$ cat src/rtl/digital_input_scan_controller.sv
// digital_input_scan_controller
// Standalone sequencer for the main and expansion 16-bit parallel-in/serial-out
// TTL input chains. Generates serial_LOAD/serial_CLK at a rate set by CLK_DIV,
// assembles the serial streams plus two direct TTL inputs into 16-bit words,
// and reports each completed scan with a busy/done handshake.
// Optional feature: define DIGIN_SCAN_CHANGE_DETECT_EN to build sticky per-bit
// change flags (TTL_changed / TTL_changed_exp); otherwise they read as zero.
module digital_input_scan_controller #(
    parameter int CLK_DIV = 4
) (
    input  logic        dataclk,
    input  logic        reset,
    input  logic        start,
    input  logic        continuous,
    input  logic        changed_clr,
    input  logic        serial_in,
    input  logic        serial_in_exp,
    input  logic        TTL_in_direct_1,
    input  logic        TTL_in_direct_2,
    output logic        serial_LOAD,
    output logic        serial_CLK,
    output logic [15:0] TTL_parallel,
    output logic [15:0] TTL_parallel_exp,
    output logic        busy,
    output logic        done,
    output logic [15:0] TTL_changed,
    output logic [15:0] TTL_changed_exp
);

    typedef enum logic [2:0] {
        S_IDLE,
        S_LOAD,
        S_SHIFT_LO,
        S_SHIFT_HI,
        S_DONE
    } state_t;

    localparam logic [7:0] TIMER_RELOAD = 8'(CLK_DIV - 1);

    state_t      r_state;
    logic [7:0]  r_timer;
    logic [3:0]  r_k;
    logic [15:0] r_main_sh;
    logic [15:0] r_exp_sh;
    logic [15:0] r_ttl_par;
    logic [15:0] r_ttl_par_exp;
    logic        r_load_n;
    logic        r_sclk;
    logic        r_busy;
    logic        r_done;

    // Scan sequencer: state, pacing counters, shadow capture and registered outputs.
    // serial_LOAD/serial_CLK are written alongside each state transition so they
    // always equal a decode of the state register.
    always_ff @(posedge dataclk) begin
        if (reset) begin
            r_state       <= S_IDLE;
            r_timer       <= 8'd0;
            r_k           <= 4'd0;
            r_main_sh     <= 16'd0;
            r_exp_sh      <= 16'd0;
            r_ttl_par     <= 16'd0;
            r_ttl_par_exp <= 16'd0;
            r_load_n      <= 1'b1;
            r_sclk        <= 1'b0;
            r_busy        <= 1'b0;
            r_done        <= 1'b0;
        end else begin
            r_done <= 1'b0;
            case (r_state)
                S_IDLE: begin
                    r_load_n <= 1'b1;
                    r_sclk   <= 1'b0;
                    if (start) begin
                        r_state     <= S_LOAD;
                        r_timer     <= TIMER_RELOAD;
                        r_k         <= 4'd0;
                        r_busy      <= 1'b1;
                        r_exp_sh[0] <= TTL_in_direct_1;
                        r_exp_sh[1] <= TTL_in_direct_2;
                        r_load_n    <= 1'b0;
                    end
                end
                S_LOAD: begin
                    if (r_timer == 8'd0) begin
                        r_state  <= S_SHIFT_LO;
                        r_timer  <= TIMER_RELOAD;
                        r_load_n <= 1'b1;
                    end else begin
                        r_timer <= r_timer - 8'd1;
                    end
                end
                S_SHIFT_LO: begin
                    if (r_timer == 8'd0) begin
                        // Bits arrive MSB first; ~k == 15-k for a 4-bit index.
                        r_main_sh[~r_k] <= serial_in;
                        // Expansion bits 1:0 come from the direct inputs instead.
                        if (r_k <= 4'd13) begin
                            r_exp_sh[~r_k] <= serial_in_exp;
                        end
                        if (r_k == 4'd15) begin
                            r_state <= S_DONE;
                        end else begin
                            r_state <= S_SHIFT_HI;
                            r_timer <= TIMER_RELOAD;
                            r_sclk  <= 1'b1;
                        end
                    end else begin
                        r_timer <= r_timer - 8'd1;
                    end
                end
                S_SHIFT_HI: begin
                    if (r_timer == 8'd0) begin
                        r_k     <= r_k + 4'd1;
                        r_state <= S_SHIFT_LO;
                        r_timer <= TIMER_RELOAD;
                        r_sclk  <= 1'b0;
                    end else begin
                        r_timer <= r_timer - 8'd1;
                    end
                end
                S_DONE: begin
                    r_ttl_par     <= r_main_sh;
                    r_ttl_par_exp <= r_exp_sh;
                    r_done        <= 1'b1;
                    if (continuous) begin
                        r_state     <= S_LOAD;
                        r_timer     <= TIMER_RELOAD;
                        r_k         <= 4'd0;
                        r_exp_sh[0] <= TTL_in_direct_1;
                        r_exp_sh[1] <= TTL_in_direct_2;
                        r_load_n    <= 1'b0;
                    end else begin
                        r_state <= S_IDLE;
                        r_busy  <= 1'b0;
                    end
                end
                default: begin
                    r_state  <= S_IDLE;
                    r_load_n <= 1'b1;
                    r_sclk   <= 1'b0;
                    r_busy   <= 1'b0;
                end
            endcase
        end
    end

`ifdef DIGIN_SCAN_CHANGE_DETECT_EN
    logic [15:0] r_changed;
    logic [15:0] r_changed_exp;

    // Sticky change flags: compare each new word with the previous output word.
    // A clear coinciding with DONE keeps only the freshly detected changes.
    always_ff @(posedge dataclk) begin
        if (reset) begin
            r_changed     <= 16'd0;
            r_changed_exp <= 16'd0;
        end else if (r_state == S_DONE) begin
            if (changed_clr) begin
                r_changed     <= r_main_sh ^ r_ttl_par;
                r_changed_exp <= r_exp_sh ^ r_ttl_par_exp;
            end else begin
                r_changed     <= r_changed | (r_main_sh ^ r_ttl_par);
                r_changed_exp <= r_changed_exp | (r_exp_sh ^ r_ttl_par_exp);
            end
        end else if (changed_clr) begin
            r_changed     <= 16'd0;
            r_changed_exp <= 16'd0;
        end
    end

    assign TTL_changed     = r_changed;
    assign TTL_changed_exp = r_changed_exp;
`else
    logic w_unused_changed_clr;

    assign w_unused_changed_clr = changed_clr;
    assign TTL_changed          = 16'd0;
    assign TTL_changed_exp      = 16'd0;
`endif

    assign serial_LOAD      = r_load_n;
    assign serial_CLK       = r_sclk;
    assign TTL_parallel     = r_ttl_par;
    assign TTL_parallel_exp = r_ttl_par_exp;
    assign busy             = r_busy;
    assign done             = r_done;

endmodule

$ cat config.mk
export PLATFORM = sky130hd
export DESIGN_NAME = digital_input_scan_controller
export DESIGN_NICKNAME = d
export VERILOG_FILES = /design/src/rtl/digital_input_scan_controller.sv
export SDC_FILE = /design/constraint.sdc
export NUM_CORES = 1
export LEC_CHECK = 0
export ABC_AREA = 1
export BUFFER_PORTS_ARGS = -buffer_cell sky130_fd_sc_hd__buf_4
export CELL_PAD_IN_SITES_DETAIL_PLACEMENT = 0
export CELL_PAD_IN_SITES_GLOBAL_PLACEMENT = 1
export CORE_MARGIN = 4
export CORE_UTILIZATION = 39
export DETAILED_ROUTE_END_ITERATION = 8
export PLACE_DENSITY = 0.88
export SYNTH_ARGS = -nofsm -noshare
export SYNTH_HDL_FRONTEND = slang
export SYNTH_SLANG_ARGS = --single-unit
$ cat constraint.sdc
create_clock -name dataclk -period 1.7 [get_ports dataclk]
set_input_delay 0.085 -clock dataclk [delete_from_list [all_inputs] [get_ports dataclk]]
set_output_delay 0.085 -clock dataclk [all_outputs]
set_load 0.005 [all_outputs]
==> results.cfg, run 1 <==
[status]
status = completed

[worst_setup_path]
critPathRequiredTime_ns = 1.95
crit_arrival_ns = 1.80
cp-end-kind = register
crit_path_start_kind = register
crit_path_max_fanout = 7
worstSetupPathType = register to register

[clock_tree]
clk_pin_slew_ns = 0.09
clock_path_buffers = 2
htree_levels = 3
clock_latency_ns = 0.35
clkSinkCount = 83
holdBufCountCts = 0
ctsRootBufferMaster = clkbuf_8
numCtsBuffers = 9
tritoncts = built

[detailed_routing]
drc = 0
routed_wl_um = 8660
via_per_inst = 4.60
detail-route-antenna-nets = 0
drtPass1Iterations = 4
post_drt_wl_per_cell_um = 11.6
drt_iter0_markers = 133
vias = 3429

[sta]
fmax_mhz = 641
finClkSkew_ns = 0.00994
fin_crit_sh_pct = 91.7
worst_slew_pin_slew_ns = 0.583
setup_slack_ns = 0.141
slew_headroom_pct = 61.1
min_period_ns = 1.56
slew_violations = 0
finalHoldViolations = 0
setup_viol = 0

[synth]
yosys.area_share.simple_pct = 27.2
synth_cells = 554
avgSynthCellArea_um2 = 7.18
synth.largest_area_cell = dfxtp_1
synth_xor_area_share_pct = 0.441
ys_ff_latch = 83
synth_mux_area_share_pct = 0
yosysSeqAreaShare_pct = 41.8
synth-compound-area-share_pct = 13.0
netlist_area_um2 = 3980
synth_cell_types = 33
synth_top_family_by_area = simple AND/OR/NAND/NOR gates
synth_top_area_share_pct = 41.8
async_flop_share_pct = 0
synthTopCellsByArea = dfxtp_1 (42%), nor2_1 (10%), o21ai_0 (6.9%)
synth_edf_count = 0
synth-adder-area-share_pct = 2.20
ys.flop_type = dfxtp_1
ys_warn_count = 0

[die]
core-area_um2 = 9860
dieHeight_um = 109
rows = 36
start_util_pct = 40.3
die_x_um = 109
die-area_um2 = 11900
pin_count = 77

[global_routing]
track_usage_pct = 15.1
antenna_found_initial = 0
grt_max_degree = 27
grt_pass1_vias = 3161
grt-ovfl-total = 0
grt_pass1_wl_um = 14400

[job]
max_cap_violations = 0

[placed_design]
hpwl_um = 6280
dp_cells = 726
preCtsSetupSlack_ns = 0.0284
gp_congestion = 0.837
io_buffers = 43

[final_layout]
area_delta_synth_final_pct = 17.5
final_nets = 623
diodes = 0
fillCellCount = 1012
final_cells = 745
drive_gt1_share_pct = 18.8

[pwr]
ir_worst_vdd_mv = 0.743
power_leakage_nw = 2.10
powerDensity_nw_per_um2 = 1260

[worst_hold_path]
hold_path_class = input port to register
cell usage after synthesis, types with 2 or more instances:
library cell  instances
a21oi_1              40
nand3_1              22
inv_1                59
nor3_1                5
o21ai_1               2
nor2_1              109
dfxtp_1              83
buf_2                 6
nand4_1              14
inv_2                 4
o21bai_1              2
nand2_1              72
buf_4                33
xor2_1                2
ha_1                  7
nand2_4               2
nand3_4               3
nand2_2               3
clkbuf_1             14
o21ai_0              55
nor2_2                5
worst paths after layout:
| kind | startpoint | end | slack (ns) | cells past startpoint |
|---|---|---|---|---|
| hold / removal | start | busy | 0.02 | 3 |
| setup reg to reg | r_timer[1] | r_main_sh[4] | 0.14 | 9 |
| setup / recovery | r_timer[1] | r_main_sh[4] | 0.14 | 9 |
| hold reg to reg | r_main_sh[10] | TTL_parallel[10] | 0.45 | 2 |
metrics by stage:
step | area [um2] | hold slack, ns | utilization (%) | TNS, ns | power (mW)
after CTS | 4600 | 0.00327 | 46.6 | 0 | 5.81
final | 4670 | 0.0228 | 47.3 | 0 | 5.87
after detailed placement | 4390 | 0.392 | 44.5 | 0 | 4.32
after global routing | 4670 | 0.0420 | 47.3 | -0.0862 | 6.35
after global placement | 4390 | 0.389 | 44.5 | 0 | 4.28
after floorplan | 4090 | 0.154 | - | 0 | 3.91
worst max-delay path, cell delays in order, from the launching register on:
cell,delay (ns)
dfxtp_1,0.31
inv_1,0.11
ha_1,0.17
nand2_2,0.10
nor2_8,0.16
nand2_4,0.14
nor3_2,0.21
inv_1,0.08
nor2_1,0.12
nor2_1,0.06
report_power, final:
group	leakage, nW	total (mW)	switching, mW	internal, mW
clock network	0.0995	1.48	0.743	0.732
logic	1.33	2.14	1.37	0.772
registers	0.672	2.26	0.149	2.11
total	2.10	5.87	2.26	3.61
flip-flops by register name, summed over array words and instances, names as in the netlist:
register / count
r_main_sh: 16
r_state: 3
r_exp_sh: 16
serial_CLK: 1
TTL_parallel: 16
busy: 1
serial_LOAD: 1
TTL_parallel_exp: 16
r_timer: 8
done: 1
r_k: 4
repair_timing:
item | in CTS | in global routing
setup buffers | 0 | 2
endpoints found under the setup margin | 0 | 34
hold endpoints to repair | 0 | 0
resized for setup | 0 | 15
placed cells by master (no fill, tap or decap), types with 2 or more instances in the layout:
cell type	netlist	final
buf_4	33	64
a21oi_1	40	40
o21ai_0	55	52
dfxtp_1	83	82
nand3_1	22	20
ha_1	7	7
inv_2	4	4
nor3_2	0	4
xor2_1	2	2
o21ai_1	2	5
inv_1	59	59
nand4_1	14	14
clkinvlp_4	0	2
nand2_2	3	4
nand2_4	2	2
nor2_1	109	109
nor2_2	5	6
nand3_4	3	3
inv_6	1	2
o21bai_1	2	2
nand3_2	1	3
clkbuf_8	0	10
conb_1	1	32
nand2_1	72	71
cell families after synthesis:
logic type                 count (synthesis)
and+or+nand+nor                          240
adders and majority gates                  7
other                                      1
DFF                                       83
buffers and inverters                    120
AOI/OAI and AO/OA                        101
xor gates and xnor gates                   2
area by class of cell:
class,instances,area [um2],share of cell area [%]
Multi-Input combinational cell,383,1870,40.1
Sequential cell,83,1660,35.6
Timing Repair Buffer,65,500,10.7
Inverter,65,259,5.55
Tap cell,133,166,3.56
Clock buffer,10,138,2.95
Clock inverter,6,71.3,1.53
layer usage:
layer  up-vias  track usage [%]  wire length (um)  share of wire [%]
met5         -                0                 0                  0
met4         0             5.59               124                1.4
met3        12             2.72               372                4.3
met2        63             25.7              4240                 49
met1      1554             18.9              3920                 45
li1       1800                -                 -                  -
(Power assumes the default switching activity.)
==> run 2, diff against run 1 <==
--- a/config.mk
+++ b/config.mk
@@ -10,9 +10,9 @@
 export CELL_PAD_IN_SITES_DETAIL_PLACEMENT = 0
 export CELL_PAD_IN_SITES_GLOBAL_PLACEMENT = 1
 export CORE_MARGIN = 4
-export CORE_UTILIZATION = 39
+export CORE_UTILIZATION = 42
 export DETAILED_ROUTE_END_ITERATION = 8
-export PLACE_DENSITY = 0.88
+export PLACE_DENSITY_LB_ADDON = 0.15
 export SYNTH_ARGS = -nofsm -noshare
 export SYNTH_HDL_FRONTEND = slang
 export SYNTH_SLANG_ARGS = --single-unit
==> constraint.sdc (replaced) <==
create_clock -name dataclk -period 1.9 [get_ports dataclk]
set_input_delay 0.095 -clock dataclk [delete_from_list [all_inputs] [get_ports dataclk]]
set_output_delay 0.095 -clock dataclk [all_outputs]
set_load 0.005 [all_outputs]
==> run 2 against run 1 <==
Fmax shrank 9.5%. Design area decreased by 3.1%. Clock skew is 0.00084 ns higher. Via count shrank 3.2%. Hold slack improved by 0.018 ns. Sequential power shrank 12%. Clock power shrank 7%. Non-clock buffer count is 15 lower. Total power fell by 12%. Register-to-register slack improved by 0.04 ns. Critical endpoint is now r_exp_sh[14].
==> results.cfg, run 2 (synthesized netlist as in run 1, its figures left out) <==
[worst_setup_path]
crit_path_start_kind = register
crit_arrival_ns = 1.96
worstSetupPathType = register to register
slowest_delay_ns = 0.31
critPathRequiredTime_ns = 2.13
crit_slowest_cell = dfxtp_1
crit_path_max_fanout = 10
cp-end-kind = register
worstPathCellList = inv_1 -> ha_1 -> nand2_1 -> nor2_8 -> nand2_4 -> nor3_1 -> inv_1 -> nor2_1 -> nor2_1
path_buf_inv = 2
cp_top_family = simple AND/OR/NAND/NOR gates

[worst_hold_path]
hold_path_class = input port to register

[final_layout]
fillCellCount = 982
final_nets = 607
final_cell_mix = nor2_1 (109), dfxtp_1 (83), nand2_1 (71)
final_common_cell = nor2_1
area_delta_synth_final_pct = 13.9
drive_gt1_share_pct = 15.4
diodes = 0

[detailed_routing]
drtPass1Iterations = 4
drt_iter0_markers = 155
drc = 0
vias = 3318
detail-route-antenna-nets = 0
post_drt_wl_per_cell_um = 11.5
routed_wl_um = 8330
via_per_inst = 4.58

[die]
rows = 35
dieHeight_um = 105
start_util_pct = 43.0
pin_count = 77
die_x_um = 105
die-area_um2 = 11100
core-area_um2 = 9240

[global_routing]
antenna_found_initial = 0
track_usage_pct = 15.6
grt_max_degree = 63
grt-ovfl-total = 0
grt_pass1_vias = 3011
grt_pass1_wl_um = 14300

[clock_tree]
cts_setup_buffers = 0
clock_path_buffers = 2
clkSinkCount = 83
numCtsBuffers = 9
clk_pin_slew_ns = 0.09
htree_levels = 3
clock_latency_ns = 0.34
holdBufCountCts = 0
tritoncts = built
cts_resized = 0
ctsRootBufferMaster = clkbuf_8

[sta]
setup_viol = 0
min_period_ns = 1.72
finalHoldViolations = 0
fin_crit_sh_pct = 90.7
fin_setup_tns_ns = 0
setup_slack_ns = 0.177
fmax_mhz = 581
slew_violations = 0
finClkSkew_ns = 0.0108
rsz0062_at_grt = no

[pwr]
powerDensity_nw_per_um2 = 1140
power_leakage_nw = 2.03
ir_worst_vdd_mv = 0.664
finalPower_mw = 5.15

[status]
status = completed

[placed_design]
io_buffers = 43
preCtsSetupSlack_ns = 0.141
hpwl_um = 5800
gp_congestion = 0.765

[job]
max_cap_violations = 0
==> run 2: cell types whose count changed in the layout (fill, tap and decap cells not counted), sizes merged <==
cell and change:
inv -1, clkinvlp -1, clkinv +1, bufinv +1
nor2 -1, buf -15
==> run 2: path summary, 6_finish.rpt <==
| check | slack (ns) | startpoint | cells after the start | end |
|---|---|---|---|---|
| max | 0.18 | r_timer[0] | 9 | r_exp_sh[14] |
| min | 0.04 | start | 3 | busy |
| max reg2reg | 0.18 | r_timer[0] | 9 | r_exp_sh[14] |
| min reg2reg | 0.45 | r_exp_sh[9] | 2 | TTL_parallel_exp[9] |
==> run 2: metrics by stage <==
step	instances	util, %	hold WS, ns	instance area (um2)
2_1_floorplan	585	-	0.164	4090
3_3_place_gp	709	46.5	0.395	4300
3_5_place_dp	709	46.5	0.408	4300
4_1_cts	725	48.9	0.0268	4520
5_1_grt	725	49.0	0.0471	4530
6_report	725	49.0	0.0405	4530
==> run 2: layer usage <==
| metal | global-route usage [%] | vias up | part of all wire, % |
|---|---|---|---|
| met1 | 20.8 | 1480 | 49 |
| li1 | - | 1774 | - |
| met3 | 2.88 | 10 | 3.4 |
| met4 | 5.34 | 0 | 1.4 |
| met2 | 25.5 | 54 | 46 |
| met5 | 0 | - | 0 |
==> run 2: report_power, final <==
part	total (mW)	internal, mW	switching (mW)	leakage [nW]
clock	1.38	0.743	0.640	0.106
combinational	1.77	0.587	1.18	1.25
sequential	2.00	1.88	0.119	0.671
==> run 2: tightest hold or removal path, delay by kind of cell <==
kind            cells  cell delay, ns
simple gates        1            0.07
compound gates      1            0.06
buf+inv             1            0.11
==> run 2: cell type report <==
type | instances | area [um2] | share of cell area [%]
repair buffers | 50 | 400 | 8.84
well taps | 129 | 161 | 3.56
flip-flops and latches | 83 | 1660 | 36.7
inverters | 65 | 251 | 5.55
multi-input cells | 382 | 1840 | 40.5
clock inverters | 6 | 90.1 | 1.99
clock buffers | 10 | 128 | 2.82
